--- src/rtl/mem_writeback.sv ---
// Final scalar pipeline stage: retires REG/MEM/BR/DONE ops, drives memctrl loads/stores with byte enables,
// extends load data, redirects IFetch and writes SReg. Optional macro WB_MISALIGN_CHK_EN adds a misalign trap.
module mem_writeback #(
  parameter int XLEN = 32,
  parameter int RA_W = 5
) (
  input  logic              clk,
  input  logic              rst,
  input  logic              rdy,
  input  logic              rd_rdy,
  output logic              wb_rdy,
  input  logic [1:0]        op_type,
  input  logic              is_jalr,
  input  logic              mem_we,
  input  logic [1:0]        mem_size,
  input  logic              mem_uns,
  input  logic [RA_W-1:0]   rd,
  input  logic [XLEN-1:0]   pc,
  input  logic [XLEN-1:0]   imm,
  input  logic [XLEN-1:0]   val,
  input  logic [XLEN-1:0]   st_data,
  output logic              br_rdy,
  output logic [XLEN-1:0]   pc_out,
  output logic [RA_W-1:0]   reg_rd,
  output logic [XLEN-1:0]   reg_out,
  output logic [1:0]        mem_wr,
  output logic [XLEN-1:0]   mem_addr,
  output logic [XLEN/8-1:0] mem_be,
  output logic [XLEN-1:0]   mem_data,
  input  logic              mem_rdy,
  input  logic [XLEN-1:0]   ld_data,
  output logic              halt
`ifdef WB_MISALIGN_CHK_EN
  ,
  output logic              misalign
`endif
);

  localparam int BE_W = XLEN / 8;
  localparam int LB   = $clog2(BE_W);

  localparam logic [1:0] OP_REG  = 2'b00;
  localparam logic [1:0] OP_MEM  = 2'b01;
  localparam logic [1:0] OP_BR   = 2'b10;
  localparam logic [1:0] OP_DONE = 2'b11;

  localparam logic [1:0] WR_IDLE  = 2'b00;
  localparam logic [1:0] WR_LOAD  = 2'b10;
  localparam logic [1:0] WR_STORE = 2'b11;

  typedef enum logic [1:0] {IDLE, LD, ST} state_t;

  state_t            state_q, state_n;
  logic              wb_rdy_n, br_rdy_n, halt_n;
  logic [XLEN-1:0]   pc_out_n, reg_out_n, mem_addr_n, mem_data_n;
  logic [RA_W-1:0]   reg_rd_n, rd_q, rd_qn;
  logic [1:0]        mem_wr_n, size_q, size_qn;
  logic [BE_W-1:0]   mem_be_n;
  logic              uns_q, uns_qn;
  logic              accept;
  logic [XLEN-1:0]   ld_shifted;

  function automatic logic [BE_W-1:0] size_mask(input logic [1:0] sz);
    case (sz)
      2'b00:   return BE_W'(1);
      2'b01:   return BE_W'(3);
      default: return {BE_W{1'b1}};
    endcase
  endfunction

  function automatic logic [XLEN-1:0] extend(input logic [XLEN-1:0] d, input logic [1:0] sz,
                                             input logic uns);
    case (sz)
      2'b00:   return uns ? {{(XLEN-8){1'b0}}, d[7:0]}   : {{(XLEN-8){d[7]}}, d[7:0]};
      2'b01:   return uns ? {{(XLEN-16){1'b0}}, d[15:0]} : {{(XLEN-16){d[15]}}, d[15:0]};
      default: return d;
    endcase
  endfunction

  function automatic logic [XLEN-1:0] replicate(input logic [XLEN-1:0] d, input logic [1:0] sz);
    case (sz)
      2'b00:   return {(XLEN/8){d[7:0]}};
      2'b01:   return {(XLEN/16){d[15:0]}};
      default: return d;
    endcase
  endfunction

`ifdef WB_MISALIGN_CHK_EN
  logic misalign_n;
  logic mis_acc;

  // Halves must sit on even bytes; words must start at lane 0 so they never straddle the bus word.
  always_comb begin
    mis_acc = 1'b0;
    if (mem_size == 2'b01)
      mis_acc = val[0];
    else if (mem_size[1])
      mis_acc = (val[LB-1:0] != '0);
  end
`endif

  assign accept     = rd_rdy & wb_rdy;
  assign ld_shifted = ld_data >> {mem_addr[LB-1:0], 3'b000};

  always_comb begin
    state_n    = state_q;
    wb_rdy_n   = wb_rdy;
    br_rdy_n   = 1'b0;
    reg_rd_n   = '0;
    pc_out_n   = pc_out;
    reg_out_n  = reg_out;
    mem_wr_n   = mem_wr;
    mem_addr_n = mem_addr;
    mem_be_n   = mem_be;
    mem_data_n = mem_data;
    halt_n     = halt;
    rd_qn      = rd_q;
    size_qn    = size_q;
    uns_qn     = uns_q;
`ifdef WB_MISALIGN_CHK_EN
    misalign_n = misalign;
`endif

    case (state_q)
      IDLE: begin
        if (accept) begin
          case (op_type)
            OP_REG: begin
              reg_rd_n = rd;
              if (is_jalr) begin
                reg_out_n = pc + XLEN'(4);
                pc_out_n  = val & ~XLEN'(1);
                br_rdy_n  = 1'b1;
              end else begin
                reg_out_n = val;
              end
            end
            OP_BR: begin
              br_rdy_n = 1'b1;
              pc_out_n = (val != '0) ? pc + imm : pc + XLEN'(4);
            end
            OP_MEM: begin
              mem_addr_n = val;
              mem_be_n   = size_mask(mem_size) << val[LB-1:0];
              wb_rdy_n   = 1'b0;
              rd_qn      = rd;
              size_qn    = mem_size;
              uns_qn     = mem_uns;
              if (mem_we) begin
                mem_data_n = replicate(st_data, mem_size);
                mem_wr_n   = WR_STORE;
                state_n    = ST;
              end else begin
                mem_wr_n   = WR_LOAD;
                state_n    = LD;
              end
`ifdef WB_MISALIGN_CHK_EN
              // A trapped access never reaches memctrl; the stage halts instead.
              if (mis_acc) begin
                mem_be_n   = '0;
                mem_wr_n   = WR_IDLE;
                state_n    = IDLE;
                misalign_n = 1'b1;
                halt_n     = 1'b1;
              end
`endif
            end
            OP_DONE: begin
              halt_n   = 1'b1;
              wb_rdy_n = 1'b0;
            end
            default: ;
          endcase
        end
      end
      LD: begin
        if (mem_rdy) begin
          reg_out_n = extend(ld_shifted, size_q, uns_q);
          reg_rd_n  = rd_q;
          mem_wr_n  = WR_IDLE;
          mem_be_n  = '0;
          state_n   = IDLE;
          wb_rdy_n  = 1'b1;
        end
      end
      ST: begin
        if (mem_rdy) begin
          mem_wr_n = WR_IDLE;
          mem_be_n = '0;
          state_n  = IDLE;
          wb_rdy_n = 1'b1;
        end
      end
      default: begin
        state_n  = IDLE;
        mem_wr_n = WR_IDLE;
        mem_be_n = '0;
        wb_rdy_n = ~halt;
      end
    endcase
  end

  // Reset wins over the global enable so a stalled pipe can still be aborted.
  always_ff @(posedge clk) begin
    if (rst) begin
      state_q  <= IDLE;
      wb_rdy   <= 1'b1;
      br_rdy   <= 1'b0;
      reg_rd   <= '0;
      pc_out   <= '0;
      reg_out  <= '0;
      mem_wr   <= WR_IDLE;
      mem_addr <= '0;
      mem_be   <= '0;
      mem_data <= '0;
      halt     <= 1'b0;
      rd_q     <= '0;
      size_q   <= '0;
      uns_q    <= 1'b0;
`ifdef WB_MISALIGN_CHK_EN
      misalign <= 1'b0;
`endif
    end else if (rdy) begin
      state_q  <= state_n;
      wb_rdy   <= wb_rdy_n;
      br_rdy   <= br_rdy_n;
      reg_rd   <= reg_rd_n;
      pc_out   <= pc_out_n;
      reg_out  <= reg_out_n;
      mem_wr   <= mem_wr_n;
      mem_addr <= mem_addr_n;
      mem_be   <= mem_be_n;
      mem_data <= mem_data_n;
      halt     <= halt_n;
      rd_q     <= rd_qn;
      size_q   <= size_qn;
      uns_q    <= uns_qn;
`ifdef WB_MISALIGN_CHK_EN
      misalign <= misalign_n;
`endif
    end
  end

endmodule
--- config.mk ---
export PLATFORM = sky130hd
export DESIGN_NAME = mem_writeback
export DESIGN_NICKNAME = d
export VERILOG_FILES = /design/src/rtl/mem_writeback.sv
export SDC_FILE = /design/constraint.sdc
export NUM_CORES = 1
export LEC_CHECK = 0
export BUFFER_PORTS_ARGS = -buffer_cell sky130_fd_sc_hd__buf_2
export CAP_MARGIN = 5
export CORE_MARGIN = 2
export CORE_UTILIZATION = 45
export CTS_CLUSTER_SIZE = 20
export DETAILED_ROUTE_END_ITERATION = 10
export PLACE_DENSITY = 0.72
export RECOVER_POWER = 25
export SLEW_MARGIN = 0
export SYNTH_ARGS = -nofsm -noshare
export SYNTH_HDL_FRONTEND = slang
export SYNTH_SLANG_ARGS = --single-unit
--- constraint.sdc ---
create_clock -name clk -period 2.7 [get_ports clk]
set_input_delay 0.27 -clock clk [delete_from_list [all_inputs] [get_ports clk]]
set_output_delay 0.27 -clock clk [all_outputs]
set_load 0.02 [all_outputs]
---- Yosys cells after proc, flatten, opt, wreduce, memory -nomap -nowiden ----
Index checks and enable logic that the tools add are counted.
storage, ports and cells
  register bits ........................... 152
  bits of input ports ..................... 177
  output and inout port bits .............. 142
  logic and storage cells ................. 91
cells by class
  add/subtract/negate cells ............... 2
  eq/ne operators ......................... 14
  shifts and indexed selects .............. 2
  muxes and demuxes ....................... 41
  bitwise logic cells ..................... 2
  reductions and logical operators ........ 16
operators with widths
  operator               number
  $mux 32                8
  $pmux 32 s2            4
  $add 32x3->32 const B  1
  $add 32x32->32         1
  $reduce_bool 32->1     1
  $shr 32x5->32          1
  $mux 4                 6
  $pmux 4 s2             2
  $reduce_and 4->1       4
  $mux 5                 3
  $reduce_and 5->1       3
  $mux 2                 6
  $pmux 5 s2             1
  $eq 2x1->1 const B     4
  $logic_not 2->1        4
  $ne 2x2->1 const B     4
  $pmux 2 s2             2
  $mux 1                 7
  $eq 2x2->1 const B     3
  $ne 2x1->1 const B     3
  $pmux 1 s2             2
  $reduce_bool 2->1      2
  $reduce_or 2->1        2
  $shl 4x2->4            1
  2 further kinds        2

---- Depth between registers and ports, before layout ----
  depth after elaboration ................. 9
  mapped depth ............................ 11
  mapped depth without buffers ............ 11

---- Worst setup path before layout ----
Ideal clock, no wire load.
  path type ............................... input port to flip-flop
  start point ............................. input pc[0]
  end point ............................... register pc_out[22]
  setup time .............................. 132 ps
  arrival time ............................ 2389 ps
  required time ........................... 2568 ps
  slack ................................... 179 ps
  stages on the path ...................... 11
  path buffers ............................ 0
  cell sequence ........................... ha_1 > fa_1 > a21o_1 > a21oi_2 > nor3_1 > or3b_1 > a31oi_1 > xnor2_1 > nor2_1 > o221ai_1 > a21oi_1
on the way
  word-level cells in the longest chain between the ends .. 3
  elaborated cells between the ends (all ways) .. 4
  those cells by class .................... add/sub: 2; mux: 2
ends and longest elaborated chain
  what                                                    RTL line  source
  start: declaration                                      18        input logic [XLEN-1:0] pc,
  $add 32x3->32 / $add 32x32->32 (equally long branches)  140       pc_out_n = (val != '0) ? pc + imm : pc + XLEN'(4);
  $mux 32 *                                               140
  $pmux 32 s2 *                                           127       case (op_type)
  end signal: assignment                                  228       pc_out <= pc_out_n;
  end: declaration                                        23        output logic [XLEN-1:0] pc_out,
Mark *: on every way between the ends. The rest lies on a longest branch, timed or not.
A chain may end at the register's enable or synchronous reset.

---- Final worst setup path ----
Same ends and word-level chain as after synthesis.

==> reports/qor.yml <==
switching_power_mw: 1.96
area_growth_syn_to_layout_pct: 26.4
finalPower_mw: 6.13
post_cts_resized: 0
worst_slew_pin_slew_ns: 1.01
p_leak_nw: 4.99
final_area_sq_mm: 0.0121
synthFlopType: "dfxtp_1"
slew_violations: 0
synth.cell_area_sq_mm: 0.00958
root_buffer: "clkbuf_16"
p_sw_frac: 0.319
max_freq_mhz: 410
crit_path_top_delay_cell: "or3b_1"
worst_ir_drop_vdd_mv: 0.400
grt_pass1_wl_microns: 55400
synth_common_cells: "228 x nand2_1, 178 x a21oi_1, 151 x dfxtp_1, 150 x nor2_1, 80 x clkbuf_1"
gp_congestion: 0.928
ant_nets: 0
ios: 319
synthTopCellsByArea: "dfxtp_1 32%, a21oi_1 9.3%, nand2_1 8.9%"
design.core.area_sq_mm: 0.0210
slowest_delay_ns: 0.47
worst_skew_pair.late_latency_ns: 0.44
fin_util: 0.578
crit_path_cell_trace: "buf_2, ha_1, fa_1, a21o_1, a21oi_2, nor3_1, or3b_1, a31oi_1, xnor2_1, nor2_1, o221ai_1, a21oi_1"
whs_ns: 0.0886
postSynth.asyncResetShare: 0
pre_cts_ws_ns: -0.176
grt_max_degree: 95
drv_cap: 0
synth_nets: 1525
intPower_mw: 4.17
fin_crit_sh: 0.904
crit_fanout: 4
avgRoutedWirePerCell_microns: 19.5
place_area_sq_mm: 0.0116
avgSynthCellArea_sq_um: 7.30
tritoncts: "done"
combPwrFrac: 0.230
cts_setup_buffers: 0
cts_max_level: 4
grt.overflow.total: 0
rsz0062_at_grt: "false"
yosysSeqAreaShare: 0.316
nets: 1824
drt_iter0_markers: 1104
start_util: 0.457
yosys_warnings: 0
max_slew_margin: 0.330
worstPathArrival_ns: 2.73
antenna_found_initial: 3
netlist_instances: 1312
finClkSkew_ns: 0.0107
p_seq_frac: 0.383
route.detailed.drc: 0
clk_path_buf_depth: 2
clkPwrFrac: 0.387
setup_ws_ns: 0.259
hold_viol: 0
finalSetupTns_ns: 0
drive_above_1_share: 0.220
placed_cells: 1867
status: "finished, final reports clean"
setup_violations: 0
clk_pin_slew_ns: 0.06
required_ns: 2.99
synth_top_area_cell: "dfxtp_1"
port_buffers: 318
routed_wl_microns: 37000
powerDensity_mw_per_mm2: 506
vias_per_cell: 5.76
cts_made_buffers: 17
min_path_type: "primary input to flip-flop"
post-route-min-period_ns: 2.44
track_usage: 0.318
die_x_microns: 150
die-area_sq_mm: 0.0225
crit_type: "primary input to flip-flop"
drt_first_pass_iters: 5
endpoint_kind: "flip-flop"
hold_buffers: 0
clock_sink_count: 151
start_kind: "primary input"
yosysMostFrequentCell: "nand2_1"
synth_edf_count: 0
first_global_vias: 10100
synth-seq-cells: 151
synthDistinctLibCells: 67
rows: 53
die_h_microns: 150
synth_top_area_share: 0.316
dr_total_vias: 11000
hpwl_microns: 28900
final_cells: 1901
sequential cells by signal (all words and copies together) (netlist names):
name,cells
state_q,1
uns_q,1
mem_data,32
wb_rdy,1
halt,1
size_q,2
reg_rd,5
rd_q,5
reg_out,32
mem_be,4
mem_wr,2
br_rdy,1
pc_out,32
mem_addr,32
placed cells by master (no fill, tap or decap), types with 24 or more instances in the layout:
cell | synthesis | layout
a21oi_1 | 178 | 178
xor2_1 | 24 | 24
o21ai_0 | 60 | 60
buf_4 | 1 | 59
mux2i_1 | 39 | 39
a211oi_1 | 38 | 38
nor3_1 | 26 | 25
nor2_1 | 150 | 148
dfxtp_1 | 151 | 151
clkbuf_1 | 80 | 73
ha_1 | 35 | 35
xnor2_1 | 26 | 26
buf_2 | 6 | 244
nand2_1 | 228 | 228
critical path, delay by kind of cell:
family                     cells  cell delay, ns
AOI/OAI and AO/OA              5            0.94
xor gates and xnor gates       1            0.14
adders and majority gates      2            0.66
buffers and inverters          1            0.11
and+or+nand+nor                3            0.62
metal layers:
metal  up-vias  global-route usage  routed length, microns
li1       5291                   -                       -
met1      5028               0.419                   15600
met2       543               0.495                   16600
met3        94              0.0716                    3290
met4         2               0.145                    1570
met5         -                   0                      11
path summary, 6_finish.rpt:
| kind | from | to | slack [ns] | cells after the start |
|---|---|---|---|---|
| worst max-delay path | pc[0] | pc_out[22]$_SDFFE_PP0P_ | 0.26 | 12 |
| worst min-delay path | rd[2] | rd_q[2]$_SDFFE_PP0P_ | 0.09 | 3 |
| worst max register to register | mem_wr[0]$_SDFFE_PP0P_ | reg_out[28]$_SDFFE_PP0P_ | 0.27 | 8 |
| worst min register to register | mem_addr[22]$_SDFFE_PP0P_ | mem_addr[22]$_SDFFE_PP0P_ | 0.45 | 2 |
kinds of logic after synthesis:
group,synth area share
fa+ha+maj,0.0478
buf+inv,0.0435
compound gates,0.259
mux,0.0478
flops,0.316
simple gates,0.240
xor+xnor,0.0457
layout make-up:
cell class                      instances  area (sq um)
Tap cell                              275           344
Fill cell                            2090          8850
Inverter                               11          41.3
Antenna cell                            2          5.00
Clock buffer                           19           453
Sequential cell                       151          3020
Multi-Input combinational cell       1053          6150
Clock inverter                         13           135
Timing Repair Buffer                  377          1960
power groups by stage:
stage	logic (mW)	clock network (mW)	registers (mW)
detailed placement	1.38	0	2.39
floorplan	0.731	0	2.47
global placement	1.37	0	2.39
global route	1.53	2.50	2.35
finish	1.41	2.37	2.35
CTS	1.39	2.40	2.34
Note: power is estimated with default switching activity, not from simulation.
